--- config.mk ---
export PLATFORM = sky130hd
export DESIGN_NAME = spi_slave_sync_flat
export DESIGN_NICKNAME = d
export VERILOG_FILES = /design/src/rtl/spi_slave_sync_if.sv /design/src/rtl/spi_slave_sync.sv /design/src/flat_wrapper.sv
export SDC_FILE = /design/constraint.sdc
export NUM_CORES = 1
export LEC_CHECK = 0
export BUFFER_PORTS_ARGS = -buffer_cell sky130_fd_sc_hd__buf_2
export CAP_MARGIN = 20
export CORE_AREA = 2 2 72 74
export DETAILED_ROUTE_END_ITERATION = 10
export DIE_AREA = 0 0 74 76
export PLACE_DENSITY = 0.6
export SYNTH_ARGS = -nofsm -noshare
export SYNTH_HDL_FRONTEND = slang
export SYNTH_SLANG_ARGS = --single-unit
--- constraint.sdc ---
create_clock -name clk -period 2.9 [get_ports clk]
set_clock_uncertainty 0.1 [all_clocks]
set_input_delay 0 -clock clk [delete_from_list [all_inputs] [get_ports clk]]
set_output_delay 0 -clock clk [all_outputs]
set_load 0.1 [all_outputs]
--- src/rtl/spi_slave_sync_if.sv ---
// Bus bundle between the SPI responder and its local logic / the SPI master pins.
// SPI_SLAVE_OVERRUN_EN adds rx_ack and rx_overrun.
`default_nettype none

interface spi_slave_sync_if #(
  parameter int DATA_WIDTH = 8
);
  logic                  sclk;
  logic                  cs_n;
  logic                  mosi;
  logic                  miso;
  logic [DATA_WIDTH-1:0] tx_data;
  logic                  tx_load;
  logic                  tx_ready;
  logic [DATA_WIDTH-1:0] rx_data;
  logic                  rx_valid;
`ifdef SPI_SLAVE_OVERRUN_EN
  logic                  rx_ack;
  logic                  rx_overrun;

  modport slave (
    input  sclk, cs_n, mosi, tx_data, tx_load, rx_ack,
    output miso, tx_ready, rx_data, rx_valid, rx_overrun
  );
  modport master (
    output sclk, cs_n, mosi, tx_data, tx_load, rx_ack,
    input  miso, tx_ready, rx_data, rx_valid, rx_overrun
  );
`else
  modport slave (
    input  sclk, cs_n, mosi, tx_data, tx_load,
    output miso, tx_ready, rx_data, rx_valid
  );
  modport master (
    output sclk, cs_n, mosi, tx_data, tx_load,
    input  miso, tx_ready, rx_data, rx_valid
  );
`endif
endinterface

`default_nettype wire

--- src/rtl/spi_slave_sync.sv ---
// SPI mode-0 responder oversampling sclk/cs_n/mosi in the clk domain, MSB first.
// Optional SPI_SLAVE_OVERRUN_EN: rx_ack input and sticky rx_overrun output.
`default_nettype none

module spi_slave_sync #(
  parameter int DATA_WIDTH  = 8,
  parameter int SYNC_STAGES = 2
) (
  input  logic             clk,
  input  logic             rst,
  spi_slave_sync_if.slave  bus
);

  localparam int CW = (DATA_WIDTH > 2) ? $clog2(DATA_WIDTH) : 1;

  typedef enum logic {IDLE = 1'b0, ACTIVE = 1'b1} state_t;

  logic [SYNC_STAGES-1:0] sclk_sync, cs_sync, mosi_sync;
  logic                   sclk_d, cs_d;
  logic                   primed, armed;
  state_t                 state, state_nxt;
  logic [CW-1:0]          bit_cnt;
  logic [DATA_WIDTH-1:0]  shift_tx, shift_rx, tx_buf, rx_data;
  logic                   tx_full, done, rx_valid;

  logic sclk_s, cs_s, mosi_s;
  logic sclk_rise, sclk_fall, cs_fall, cs_rise;
  logic start, stop, rise_act, fall_act, last_bit, reload, load_ok;
  logic [DATA_WIDTH-1:0] reload_word;

  assign sclk_s    = sclk_sync[SYNC_STAGES-1];
  assign cs_s      = cs_sync[SYNC_STAGES-1];
  assign mosi_s    = mosi_sync[SYNC_STAGES-1];
  assign sclk_rise = sclk_s & ~sclk_d;
  assign sclk_fall = ~sclk_s & sclk_d;
  assign cs_fall   = ~cs_s & cs_d;
  assign cs_rise   = cs_s & ~cs_d;

  // armed only once a real (post-reset) high level of cs_n has been seen, so a
  // cs_n already low at reset release is not mistaken for a fresh select.
  always_ff @(posedge clk) begin
    if (rst) begin
      sclk_sync <= '0;
      cs_sync   <= '1;
      mosi_sync <= '0;
      sclk_d    <= 1'b0;
      cs_d      <= 1'b1;
      primed    <= 1'b0;
      armed     <= 1'b0;
    end else begin
      sclk_sync <= {sclk_sync[SYNC_STAGES-2:0], bus.sclk};
      cs_sync   <= {cs_sync[SYNC_STAGES-2:0], bus.cs_n};
      mosi_sync <= {mosi_sync[SYNC_STAGES-2:0], bus.mosi};
      sclk_d    <= sclk_s;
      cs_d      <= cs_s;
      primed    <= 1'b1;
      if (primed && (&cs_sync) && cs_d) armed <= 1'b1;
    end
  end

  always_ff @(posedge clk) begin
    if (rst) state <= IDLE;
    else     state <= state_nxt;
  end

  always_comb begin
    state_nxt = state;
    case (state)
      IDLE:    if (cs_fall && armed) state_nxt = ACTIVE;
      ACTIVE:  if (cs_rise)          state_nxt = IDLE;
      default: state_nxt = IDLE;
    endcase
  end

  assign start       = (state == IDLE) && (state_nxt == ACTIVE);
  assign stop        = (state == ACTIVE) && cs_rise;
  assign rise_act    = (state == ACTIVE) && !cs_rise && sclk_rise;
  assign fall_act    = (state == ACTIVE) && !cs_rise && sclk_fall;
  assign last_bit    = (bit_cnt == CW'(DATA_WIDTH-1));
  assign reload      = start || (fall_act && (bit_cnt == '0));
  assign reload_word = tx_full ? tx_buf : '0;
  // A reload frees the buffer in the same clk, so a coincident load is taken.
  assign load_ok     = bus.tx_load && (!tx_full || reload);

  always_ff @(posedge clk) begin
    if (rst) begin
      bit_cnt  <= '0;
      shift_tx <= '0;
      shift_rx <= '0;
      tx_buf   <= '0;
      tx_full  <= 1'b0;
      rx_data  <= '0;
      rx_valid <= 1'b0;
      done     <= 1'b0;
    end else begin
      done     <= 1'b0;
      rx_valid <= done;
      if (done) rx_data <= shift_rx;

      if (start) begin
        shift_tx <= reload_word;
        bit_cnt  <= '0;
      end else if (stop) begin
        bit_cnt <= '0;
      end else if (rise_act) begin
        shift_rx <= {shift_rx[DATA_WIDTH-2:0], mosi_s};
        if (last_bit) begin
          bit_cnt <= '0;
          done    <= 1'b1;
        end else begin
          bit_cnt <= bit_cnt + 1'b1;
        end
      end else if (fall_act) begin
        if (bit_cnt != '0) shift_tx <= {shift_tx[DATA_WIDTH-2:0], 1'b0};
        else               shift_tx <= reload_word;
      end

      if (load_ok) tx_buf <= bus.tx_data;
      tx_full <= (tx_full && !reload) || load_ok;
    end
  end

  assign bus.miso     = (state == ACTIVE) && shift_tx[DATA_WIDTH-1];
  assign bus.tx_ready = !tx_full;
  assign bus.rx_data  = rx_data;
  assign bus.rx_valid = rx_valid;

`ifdef SPI_SLAVE_OVERRUN_EN
  logic unacked, overrun;

  // An ack coinciding with a completion belongs to the previous word.
  always_ff @(posedge clk) begin
    if (rst) begin
      unacked <= 1'b0;
      overrun <= 1'b0;
    end else begin
      if (done)            unacked <= 1'b1;
      else if (bus.rx_ack) unacked <= 1'b0;
      if (bus.rx_ack)            overrun <= 1'b0;
      else if (done && unacked)  overrun <= 1'b1;
    end
  end

  assign bus.rx_overrun = overrun;
`endif

endmodule

`default_nettype wire

--- src/flat_wrapper.sv ---
// flat-port wrapper written by rule: the top's interface ports become plain ports
module spi_slave_sync_flat 
#(
  parameter int DATA_WIDTH  = 8,
  parameter int SYNC_STAGES = 2
)
  (clk, rst, bus_sclk, bus_cs_n, bus_mosi, bus_tx_data, bus_tx_load, bus_miso, bus_tx_ready, bus_rx_data, bus_rx_valid);
  spi_slave_sync_if #(.DATA_WIDTH(DATA_WIDTH)) bus_i ();
  input  logic clk;
  input  logic rst;
  input wire logic [$bits(bus_i.sclk)-1:0] bus_sclk;
  input wire logic [$bits(bus_i.cs_n)-1:0] bus_cs_n;
  input wire logic [$bits(bus_i.mosi)-1:0] bus_mosi;
  input wire logic [$bits(bus_i.tx_data)-1:0] bus_tx_data;
  input wire logic [$bits(bus_i.tx_load)-1:0] bus_tx_load;
  output wire logic [$bits(bus_i.miso)-1:0] bus_miso;
  output wire logic [$bits(bus_i.tx_ready)-1:0] bus_tx_ready;
  output wire logic [$bits(bus_i.rx_data)-1:0] bus_rx_data;
  output wire logic [$bits(bus_i.rx_valid)-1:0] bus_rx_valid;
  assign bus_i.sclk = bus_sclk;
  assign bus_i.cs_n = bus_cs_n;
  assign bus_i.mosi = bus_mosi;
  assign bus_i.tx_data = bus_tx_data;
  assign bus_i.tx_load = bus_tx_load;
  assign bus_miso = bus_i.miso;
  assign bus_tx_ready = bus_i.tx_ready;
  assign bus_rx_data = bus_i.rx_data;
  assign bus_rx_valid = bus_i.rx_valid;
  spi_slave_sync #(.DATA_WIDTH(DATA_WIDTH), .SYNC_STAGES(SYNC_STAGES)) u_core (.clk(clk), .rst(rst), .bus(bus_i));
endmodule
* After elaboration in Yosys (flattened, before gate mapping)
Cells that the tools add are included.
** Word-level totals
- Flip-flop bits (word level) :: 49
- Bits of input ports :: 14
- Logic and storage cells :: 70
** Cells by class
- Add/sub/neg operators :: 1
- Eq/ne operators :: 3
- Mux-type cells :: 12
- Bitwise logic cells :: 12
- Reductions and logical operators :: 26
** Operators by type and width (count)
- $mux W8 :: 6
- $logic_and A1 B1 Y1 :: 12
- $not A1 Y1 :: 8
- $reduce_and A3 Y1 :: 2
- $and A1 B1 Y1 :: 4
- $mux W1 :: 4
- $ne A2 B1 Y1 const B :: 2
- $reduce_or A4 Y1 :: 1
- $add A3 B1 Y3 const B :: 1
- $eq A3 B3 Y1 const B :: 1
- $logic_not A1 Y1 :: 3
- $logic_not A3 Y1 :: 1
- $logic_or A1 B1 Y1 :: 3
- $mux W3 :: 1
- $reduce_bool A3 Y1 :: 1
- $reduce_or A3 Y1 :: 1
- $pmux W1 S2 :: 1
- $reduce_and A2 Y1 :: 1
- $reduce_bool A2 Y1 :: 1

* Logic depth before layout (Yosys ltp)
Gate-level depths: netlist of the first run.
- Word-level depth :: 10
- Gate-level depth with buffers :: 6

* Least setup slack after synthesis of the first run
Ideal clock, no wire load.
- Path kind :: reg2reg
- Start :: reg u_core.bit_cnt[0]
- End :: reg u_core.shift_tx[2]
- Library setup time :: 0.123 ns
- Arrival time :: 1.310 ns
- Slack :: 1.367 ns
- Cell stages (with the launch flop) :: 7
- Path buffers :: 0
- Period minus slack after synthesis :: 1.533 ns
- Cell sequence :: dfxtp_1 > inv_1 > ha_1 > and2b_2 > o21a_2 > a221oi_1 > nor2_1
** Between the ends
- Cells in the longest elaborated chain, start to end :: 6
** Ends and longest elaborated chain
- start: declaration :: RTL line spi_slave_sync.sv:22 : logic [CW-1:0] bit_cnt;
- start signal: assignment :: RTL line spi_slave_sync.sv:111 : bit_cnt <= bit_cnt + 1'b1;
- $reduce_bool A3 Y1 :: RTL line spi_slave_sync.sv:114 : if (bit_cnt != '0) shift_tx <= {shift_tx[DATA_WIDTH-2:0], 1'b0};
- $mux W8 :: RTL line spi_slave_sync.sv:114
- $mux W8 :: RTL line spi_slave_sync.sv:113 : end else if (fall_act) begin
- $mux W8 :: RTL line spi_slave_sync.sv:105 : end else if (rise_act) begin
- $mux W8 :: RTL line spi_slave_sync.sv:103 : end else if (stop) begin
- $mux W8 :: RTL line spi_slave_sync.sv:100 : if (start) begin
- end signal: assignment :: RTL line spi_slave_sync.sv:101 : shift_tx <= reload_word;
- end signal: assignment :: RTL line spi_slave_sync.sv:114
- end signal: assignment :: RTL line spi_slave_sync.sv:115 : else shift_tx <= reload_word;
- end: declaration :: RTL line spi_slave_sync.sv:23 : logic [DATA_WIDTH-1:0] shift_tx, shift_rx, tx_buf, rx_data;
Every way passes these cells. The select of a mux whose other input is x is not followed.
A chain may end at the register's enable or synchronous reset.

* Worst setup path after layout of the first run
- Start :: reg u_core.cs_d
- End :: reg u_core.bit_cnt[0]
** Between the ends
- Cells in the longest elaborated chain, start to end :: 6
- Elaborated cells between the ends (all ways) :: 13
- Those cells by class :: mux (3); bitwise (3); reduce/logical (7)
** Ends and longest elaborated chain
- start: declaration :: RTL line spi_slave_sync.sv:19 : logic sclk_d, cs_d;
- start signal: assignment :: RTL line spi_slave_sync.sv:55 : cs_d <= cs_s;
- $and A1 B1 Y1 or $not A1 Y1 (tied branches) :: RTL line spi_slave_sync.sv:36, spi_slave_sync.sv:37
- $logic_and A1 B1 Y1 or $and A1 B1 Y1 (tied branches) :: RTL line spi_slave_sync.sv:69, spi_slave_sync.sv:37
- $mux W1 (on tied branches) :: RTL line spi_slave_sync.sv:69, spi_slave_sync.sv:70
- $pmux W1 S2 :: RTL line spi_slave_sync.sv:68 : case (state)
- $logic_and A1 B1 Y1 :: RTL line spi_slave_sync.sv:75 : assign start = (state == IDLE) && (state_nxt == ACTIVE);
- $reduce_or A3 Y1 (no line)
Several ways; a longest one is shown, not always the timed one.

==> impl_metrics.json, run 1 <==
{
  "final_nets": 237,
  "r2r-start": "u_core.cs_d",
  "routed_wl_um": 3237,
  "yosys_warnings": 0,
  "worstHoldPathCells": 2,
  "endpoint_kind": "flip-flop",
  "clockBufferDepth": 2,
  "critical_path_class": "reg2reg",
  "power.density_nw_per_um2": 524.4,
  "cts_root_buf": "clkbuf_8",
  "cp_top_family": "simple AND/OR/NAND/NOR gates",
  "h-tree-depth": 2,
  "drtIter0Drc": 49,
  "fmax_ghz": 0.5561,
  "overflow": 0,
  "cts.sinks": 49,
  "place.port_buffers": 24,
  "synth-edff-count": 0,
  "crit_path_max_incr_delay_ps": 480,
  "timing.critical_path.buf_inv": 0,
  "ir_drop_uv": 283.2,
  "hpwlAfterDp_um": 2064,
  "maxCapViolations": 0,
  "min_path_type": "in2reg",
  "place_inst": 271,
  "die-area_um2": 5624,
  "final_cell_count_no_fill": 291,
  "first_global_vias": 1351,
  "grt_start_max_net_pins": 32,
  "min_from": "rst",
  "worstPathMaxFanout": 13,
  "synth_area_leaders": "dfxtp_1, mux2i_1, nor2_1",
  "outcome": "complete, no violations",
  "layout_setup_ws_ps": 1102,
  "yosysUniqueCellTypes": 35,
  "cts_buffers": 5,
  "mappedNetlistArea_um2": 1893,
  "clk_pin_slew_ps": 90,
  "drive_above_1_share": 0.2172,
  "final_antenna_net_count": 0,
  "synthToLayoutAreaGrowth_pct": 20.36,
  "internal_power_uw": 919.8,
  "core-area_um2": 4912,
  "antenna_found_initial": 0,
  "setup_viol": 0,
  "wl_per_cell_um": 11.12,
  "min_period_over_period": 0.6201,
  "r2r_cells": 4,
  "gp_congestion": 0.6792,
  "diodes": 0,
  "synth-main-ff-cell": "dfxtp_1",
  "worst_hold_slack_ps": 45.59,
  "synth_top_area_share": 0.5182,
  "drt_pass1_iterations": 4,
  "path_cells": "nand2b_2 > nand4b_2 > or3_1 > a21oi_1",
  "sw_frac_of_total": 0.2303,
  "final.min_clock_period_ps": 1798,
  "ys_ff_latch": 49,
  "yosysSeqAreaShare": 0.5182,
  "setup_tns_ps": 0,
  "slew-limit-headroom": 0.5556,
  "finalMaxSlewViolations": 0,
  "seqPwrFrac": 0.587,
  "yosysTopAreaCell": "dfxtp_1",
  "drc": 0,
  "boundaryPins": 25,
  "netlist_instances": 185,
  "rows": 26,
  "viasPerCell": 4.663,
  "syn_avg_cell_area_um2": 10.23,
  "grtUsageTotal": 0.1320,
  "worstSetupStartpoint": "u_core.cs_d",
  "vias": 1357,
  "cts_tree": "built",
  "fin_area_um2": 2278,
  "cts_setup_buffers": 0,
  "rsz0062_at_grt": "no",
  "switchingPower_uw": 275.2,
  "clkPwrFrac": 0.348,
  "fp.dieH_um": 76,
  "cp_data_required_time_ps": 3030,
  "finalHoldViolations": 0,
  "fp.dieW_um": 74,
  "tightest_slew_ps": 665.9,
  "slowest_stage": "or3_1",
  "start_kind": "flip-flop",
  "grt_pass1_wl_um": 5844,
  "worstPathArrival_ps": 1930,
  "pwr-share-comb": 0.066,
  "post_dp_cell_area_um2": 2062,
  "async_flop_share": 0,
  "insertion_delay_ps": 310,
  "cp.depth": 4,
  "p_leak_nw": 0.9733,
  "initial_core_util": 0.3854,
  "synthesis.nets": 202,
  "preCtsSetupSlack_ps": 1102
}
final timing paths:
| path | endpoint | slack [ps] |
|---|---|---|
| worst max-delay path | u_core.bit_cnt[0] | 1100 |
| worst min register to register | u_core.mosi_sync[1] | 340 |
| worst max register to register | u_core.bit_cnt[0] | 1100 |
| worst min-delay path | u_core.shift_rx[2] | 50 |
layer usage:
| metal | track usage | routed length [um] | vias to the layer above |
|---|---|---|---|
| met2 | 0.1982 | 1334 | 36 |
| met1 | 0.1696 | 1657 | 612 |
| met4 | 0.04909 | 59 | 0 |
| li1 | - | - | 702 |
| met5 | 0 | 0 | - |
| met3 | 0.05159 | 185 | 7 |
placed cells by master (no fill, tap or decap), types with 2 or more instances in the layout:
cell,instances
nand3_1,2
dlygate4sd3_1,12
buf_2,24
a221oi_1,6
nand2b_2,2
a21oi_1,4
nor2_1,25
ha_1,3
inv_1,6
o21ai_0,6
or2_2,3
nor2b_1,6
dfxtp_1,49
o211ai_1,2
nand2_1,20
clkbuf_8,6
mux2i_1,26
synth_stat cells (all sizes together), types with 2 or more instances:
master,n
mux2i,26
a221oi,6
nand2b,2
o211ai,2
clkbuf,4
o21ai,7
nand2,20
a31oi,3
nor2b,7
a21oi,4
inv,6
or2,3
ha,3
nand3,2
dfxtp,49
buf,4
nor2,26
layout make-up:
type	instances	area (um2)
Multi-Input combinational cell	122	850.8
Clock buffer	6	82.58
Clock inverter	2	13.76
Tap cell	70	87.58
Inverter	6	22.52
Sequential cell	49	980.9
Timing Repair Buffer	36	240.2
Fill cell	470	2634
flip-flops by register name, summed over array words and instances (netlist names):
| register | cells |
|---|---|
| u_core.bus.rx_valid | 1 |
| u_core.cs_sync | 2 |
| u_core.sclk_sync | 2 |
| u_core.tx_buf | 8 |
| u_core.bit_cnt | 3 |
| u_core.shift_rx | 8 |
| u_core.armed | 1 |
| u_core.state | 1 |
| u_core.shift_tx | 8 |
| u_core.sclk_d | 1 |
| u_core.bus.rx_data | 8 |
| u_core.mosi_sync | 2 |
| u_core.primed | 1 |
| u_core.done | 1 |
| u_core.tx_full | 1 |
| u_core.cs_d | 1 |
logic make-up (layout without fill, tap and decap cells):
group           after synthesis  in the layout  share of synthesized area
mux                          26             26                     0.1375
buf+inv                      14             50                    0.03238
flops                        49             49                     0.5182
simple gates                 68             68                     0.1923
fa+ha+maj                     3              3                    0.01983
compound gates               25             25                    0.09980
per-stage QoR:
stage,power (mW),util
2_1_floorplan,0.7645,-
3_5_place_dp,0.7832,0.4198
5_1_grt,1.251,0.4638
4_1_cts,1.217,0.4638
6_report,1.195,0.4638
3_3_place_gp,0.7827,0.4198
power groups by stage:
| stage | sequential (mW) | combinational, mW | clock (mW) |
|---|---|---|---|
| after CTS | 0.701 | 0.0787 | 0.437 |
| after global placement | 0.717 | 0.0659 | 0 |
| after global routing | 0.703 | 0.0873 | 0.461 |
| after floorplan | 0.713 | 0.0513 | 0 |
| after detailed placement | 0.717 | 0.0664 | 0 |
| final | 0.701 | 0.0783 | 0.416 |
repair_timing:
item / 4_1_cts / 5_1_grt
resized for setup: 0 / 0
hold buffers: 12 / 0
setup endpoints to repair: 0 / 0
endpoints found under the hold margin: 12 / 0
Power figures use the tool's default switching activity.
==> inputs of run 2 (changes only) <==
clock period = 1.68 ns   (was 2.9 ns; I/O delays follow)
==> run 2 against run 1 <==
Against the previous run:
- sequential share of layout area fell by 2.6 points
- combinational power rose by 100%
- maximum frequency rose by 14%
- routed wire length rose by 5.7%
- cell area rose by 6.6%
- worst setup slack got worse by 1000 ps
- utilization rose by 3.1 points
- total power rose by 90%
- final cell count rose by 3.1%
- via count rose by 1.5%
- critical path depth rose by 2
- register-to-register slack got worse by 1000 ps
- largest power group unchanged
==> impl_metrics.json, run 2 (synthesized netlist as in run 1, its figures left out) <==
{
  "outcome": "complete, no violations",
  "drc": 0,
  "h-tree-depth": 2,
  "setup_tns_ps": 0,
  "overflow": 0,
  "hpwlAfterDp_um": 2168,
  "cts_root_buf": "clkbuf_8",
  "cp_top_family": "compound AO/OA/AOI/OAI gates",
  "final_cell_count_no_fill": 300,
  "final_nets": 246,
  "fp.dieW_um": 74,
  "slew-limit-headroom": 0.6701,
  "r2r-start": "u_core.bit_cnt[0]",
  "final.min_clock_period_ps": 1583,
  "final_antenna_net_count": 0,
  "power.density_nw_per_um2": 932.6,
  "worstHoldPathCells": 1,
  "fp.dieH_um": 76,
  "maxCapViolations": 0,
  "endpoint_kind": "flip-flop",
  "drt_pass1_iterations": 4,
  "min_period_over_period": 0.9425,
  "boundaryPins": 25,
  "synthToLayoutAreaGrowth_pct": 28.35,
  "core-area_um2": 4912,
  "finalHoldViolations": 0,
  "rows": 26,
  "cts_buffers": 5,
  "cp_data_required_time_ps": 1770,
  "place.port_buffers": 24,
  "rsz0062_at_grt": "no",
  "ir_drop_uv": 728.5,
  "setup_viol": 0,
  "cp.depth": 6,
  "path_cells": "inv_2 > ha_1 > and2b_2 > o21a_4 > a221oi_1 > nor2_1",
  "critical_path_class": "reg2reg",
  "grt_start_max_net_pins": 26,
  "final_common_cell": "dfxtp_1",
  "worstPathMaxFanout": 7,
  "die-area_um2": 5624,
  "worstPathArrival_ps": 1670,
  "tightest_slew_ps": 494.2,
  "initial_core_util": 0.3854,
  "viasPerCell": 4.593,
  "first_global_vias": 1326,
  "cts_tree": "built",
  "wl_per_cell_um": 11.41,
  "rrSetupSlack_ps": 100,
  "clk_pin_slew_ps": 90,
  "timing.critical_path.buf_inv": 1,
  "gp_congestion": 0.7418,
  "drtIter0Drc": 54,
  "start_kind": "flip-flop",
  "cts.sinks": 49,
  "slowest_stage": "dfxtp_2",
  "fmax_ghz": 0.6316,
  "min_from": "u_core.mosi_sync[0]",
  "diodes": 0,
  "clockBufferDepth": 2,
  "grt_pass1_wl_um": 5954,
  "min_path_type": "reg2reg",
  "drive_above_1_share": 0.2522,
  "finalMaxSlewViolations": 0,
  "vias": 1378,
  "insertion_delay_ps": 300,
  "place_inst": 275,
  "p_leak_nw": 1.049,
  "r2r_cells": 6,
  "layout_setup_ws_ps": 96.66,
  "mostFrequentLayoutCells": "dfxtp_1, mux2i_1, nor2_1",
  "routed_wl_um": 3422,
  "hold_end": "u_core.mosi_sync[1]",
  "antenna_found_initial": 0,
  "preCtsSetupSlack_ps": 6.378,
  "grtUsageTotal": 0.1347,
  "crit_path_max_incr_delay_ps": 360,
  "reg2reg_to": "u_core.shift_tx[2]"
}
-- run 2: layout make-up --
class	count	area [um2]
Fill cell	455	2482
Sequential cell	49	983.4
Multi-Input combinational cell	122	869.6
Timing Repair Buffer	45	342.8
Tap cell	70	87.58
Clock buffer	6	82.58
Clock inverter	2	41.29
Inverter	6	22.52
-- run 2: metal layers --
metal | vias to the layer above | track usage | part of all wire
met5 | - | 0 | 0
met4 | 0 | 0.04909 | 0.015
met3 | 6 | 0.04365 | 0.046
met2 | 27 | 0.2045 | 0.45
met1 | 625 | 0.1777 | 0.49
li1 | 720 | - | -
-- run 2: what timing repair did --
action	4_1_cts	5_1_grt
pin swaps	1	2
resized for setup	0	6
setup buffers	1	0
endpoints found under the setup margin	8	7
hold buffers	16	0
hold endpoints to repair	15	0
-- run 2: how the worst max path moves through the flow --
| stage | startpoint | endpoint | slack (ps) |
|---|---|---|---|
| after floorplan | u_core.bit_cnt[0] | u_core.shift_tx[2] | 150 |
| after global placement | u_core.bit_cnt[0] | u_core.tx_buf[0] | 50 |
| after detailed placement | u_core.bit_cnt[0] | u_core.tx_buf[6] | 6 |
| after CTS | u_core.bit_cnt[0] | u_core.shift_tx[7] | 30 |
| after global routing | u_core.bit_cnt[0] | u_core.tx_buf[6] | 6 |
| final | u_core.bit_cnt[0] | u_core.shift_tx[2] | 100 |
-- run 2: through the flow --
step	utilization	area [um2]	hold WS [ps]	power, mW
6_report	0.4947	2430	343.6	2.266
3_5_place_dp	0.4284	2105	85.40	1.359
4_1_cts	0.4903	2409	342.4	2.293
5_1_grt	0.4947	2430	378.2	2.347
3_3_place_gp	0.4284	2105	82.47	1.357
2_1_floorplan	-	1893	3.811	1.320
-- run 2: power breakdown --
part	internal, mW	switching, mW	leakage, nW
Clock	0.495	0.401	0.0633
Combinational	0.0808	0.0773	0.586
Sequential	1.19	0.0214	0.400
Total	1.77	0.499	1.05
==> inputs of run 3 (changes only) <==
REMOVE_ABC_BUFFERS = 1   (was not set)
==> run 3 against run 2 <==
Against the previous run:
- global-route usage hardly changed
- clock power fell by 26%
- clock-buffer cell count stayed put
- highest routed layer unchanged
- total power is 10% lower
- critical path type unchanged
- sequential cell count unchanged
==> impl_metrics.json, run 3 (synthesized netlist as in run 1, its figures left out) <==
{
  "grt_start_max_net_pins": 31,
  "grt_pass1_wl_um": 5968,
  "initial_core_util": 0.3854,
  "maxCapViolations": 0,
  "wl_per_cell_um": 11.17,
  "ir_drop_uv": 550.0,
  "final_antenna_net_count": 0,
  "synthToLayoutAreaGrowth_pct": 24.59,
  "vias": 1391,
  "power.density_nw_per_um2": 860.5,
  "worstPathMaxFanout": 7,
  "cts_root_buf": "clkbuf_8",
  "worst_hold_slack_ps": 316.4,
  "start_kind": "flip-flop",
  "gp_congestion": 0.7839,
  "rsz0062_at_grt": "no",
  "cts_buffers": 5,
  "drive_above_1_share": 0.2478,
  "post_dp_cell_area_um2": 2122,
  "final_nets": 246,
  "hpwlAfterDp_um": 2200,
  "critical_path_class": "reg2reg",
  "min_period_over_period": 0.9481,
  "routed_wl_um": 3352,
  "worstPathArrival_ps": 1680,
  "finalHoldViolations": 0,
  "antenna_found_initial": 0,
  "cts.sinks": 49,
  "utilization": 0.4801,
  "min_path_type": "in2reg",
  "grtUsageTotal": 0.1346,
  "boundaryPins": 25,
  "outcome": "complete, no violations",
  "setup_viol": 0,
  "fin_area_um2": 2359,
  "final.min_clock_period_ps": 1593,
  "final_cell_count_no_fill": 300,
  "insertion_delay_ps": 290,
  "core-area_um2": 4912,
  "p_leak_nw": 1.013,
  "nFillCells": 468,
  "slowest_stage": "dfxtp_1",
  "h-tree-depth": 2,
  "place_inst": 279,
  "die-area_um2": 5624,
  "drtIter0Drc": 49,
  "slew-limit-headroom": 0.6760,
  "clockBufferDepth": 2,
  "preCtsSetupSlack_ps": 84.11,
  "drc": 0,
  "cp_data_required_time_ps": 1760,
  "final_common_cell": "dfxtp_1",
  "fp.dieW_um": 74,
  "first_global_vias": 1327,
  "overflow": 0,
  "tightest_slew_ps": 485.4,
  "clk_pin_slew_ps": 90,
  "viasPerCell": 4.637,
  "setup_tns_ps": 0,
  "fmax_ghz": 0.6278,
  "crit_path_max_incr_delay_ps": 360,
  "total_power_mw": 2.029,
  "diodes": 0,
  "endpoint_kind": "flip-flop",
  "place.port_buffers": 24,
  "layout_setup_ws_ps": 87.13,
  "fp.dieH_um": 76,
  "cts_tree": "built",
  "mostFrequentLayoutCells": "dfxtp_1, mux2i_1, nor2_1",
  "path_cells": "inv_1 > ha_1 > and2b_2 > o21a_4 > a221oi_1 > nor2_1",
  "drt_pass1_iterations": 4,
  "rows": 26,
  "finalMaxSlewViolations": 0
}
-- run 3: cell types whose count changed in the layout (fill, tap and decap cells not counted) --
cell | previous run | this run
dlygate4sd3_1 | 16 | 13
buf_12 | 2 | 0
dfxtp_2 | 2 | 0
dfxtp_1 | 47 | 49
clkinvlp_4 | 0 | 2
bufinv_16 | 1 | 0
buf_4 | 3 | 8
inv_1 | 5 | 6
clkbuf_1 | 0 | 1
clkbuf_8 | 6 | 5
inv_2 | 1 | 0
inv_8 | 1 | 0
-- run 3: worst paths after layout --
check / from / slack [ps] / end / cells after the start
setup / recovery: u_core.bit_cnt[1] / 90 / u_core.shift_tx[3] / 6
hold reg to reg: u_core.sclk_sync[0] / 340 / u_core.sclk_sync[1] / 1
hold / removal: bus_cs_n / 320 / u_core.cs_sync[0] / 3
setup reg to reg: u_core.bit_cnt[1] / 90 / u_core.shift_tx[3] / 6
-- run 3: critical path: cells and delay by family (launching register included) --
| family | cells | cell delay, ps |
|---|---|---|
| fa+ha+maj | 1 | 160 |
| simple gates | 2 | 310 |
| buf+inv | 1 | 50 |
| compound gates | 2 | 490 |
| flops | 1 | 360 |
-- run 3: layout make-up --
class | count | area (um2) | share of cell area
clock buffers | 6 | 72.57 | 0.03077
clock inverters | 2 | 15.01 | 0.006366
inverters | 6 | 22.52 | 0.009549
multi-input cells | 122 | 869.6 | 0.3687
flip-flops and latches | 49 | 980.9 | 0.4159
well taps | 70 | 87.58 | 0.03714
repair buffers | 45 | 310.3 | 0.1316
-- run 3: layer usage --
layer	GRT usage	share of wire	wire length, um
met1	0.1721	0.48	1618
met2	0.2152	0.47	1580
met3	0.03571	0.035	118
met4	0.04909	0.010	34
met5	0	0	0
-- run 3: power by group --
group          switching [mW]  total [mW]  internal (mW)
registers              0.0200        1.21           1.19
clock network           0.373       0.666          0.293
logic                  0.0780       0.152         0.0741
-- run 3: repair_timing --
| action | CTS | global route |
|---|---|---|
| endpoints found under the setup margin | 0 | 7 |
| hold buffers | 13 | 0 |
| endpoints found under the hold margin | 13 | 0 |
| resized for setup | 0 | 3 |
| buffers inserted | 0 | 0 |
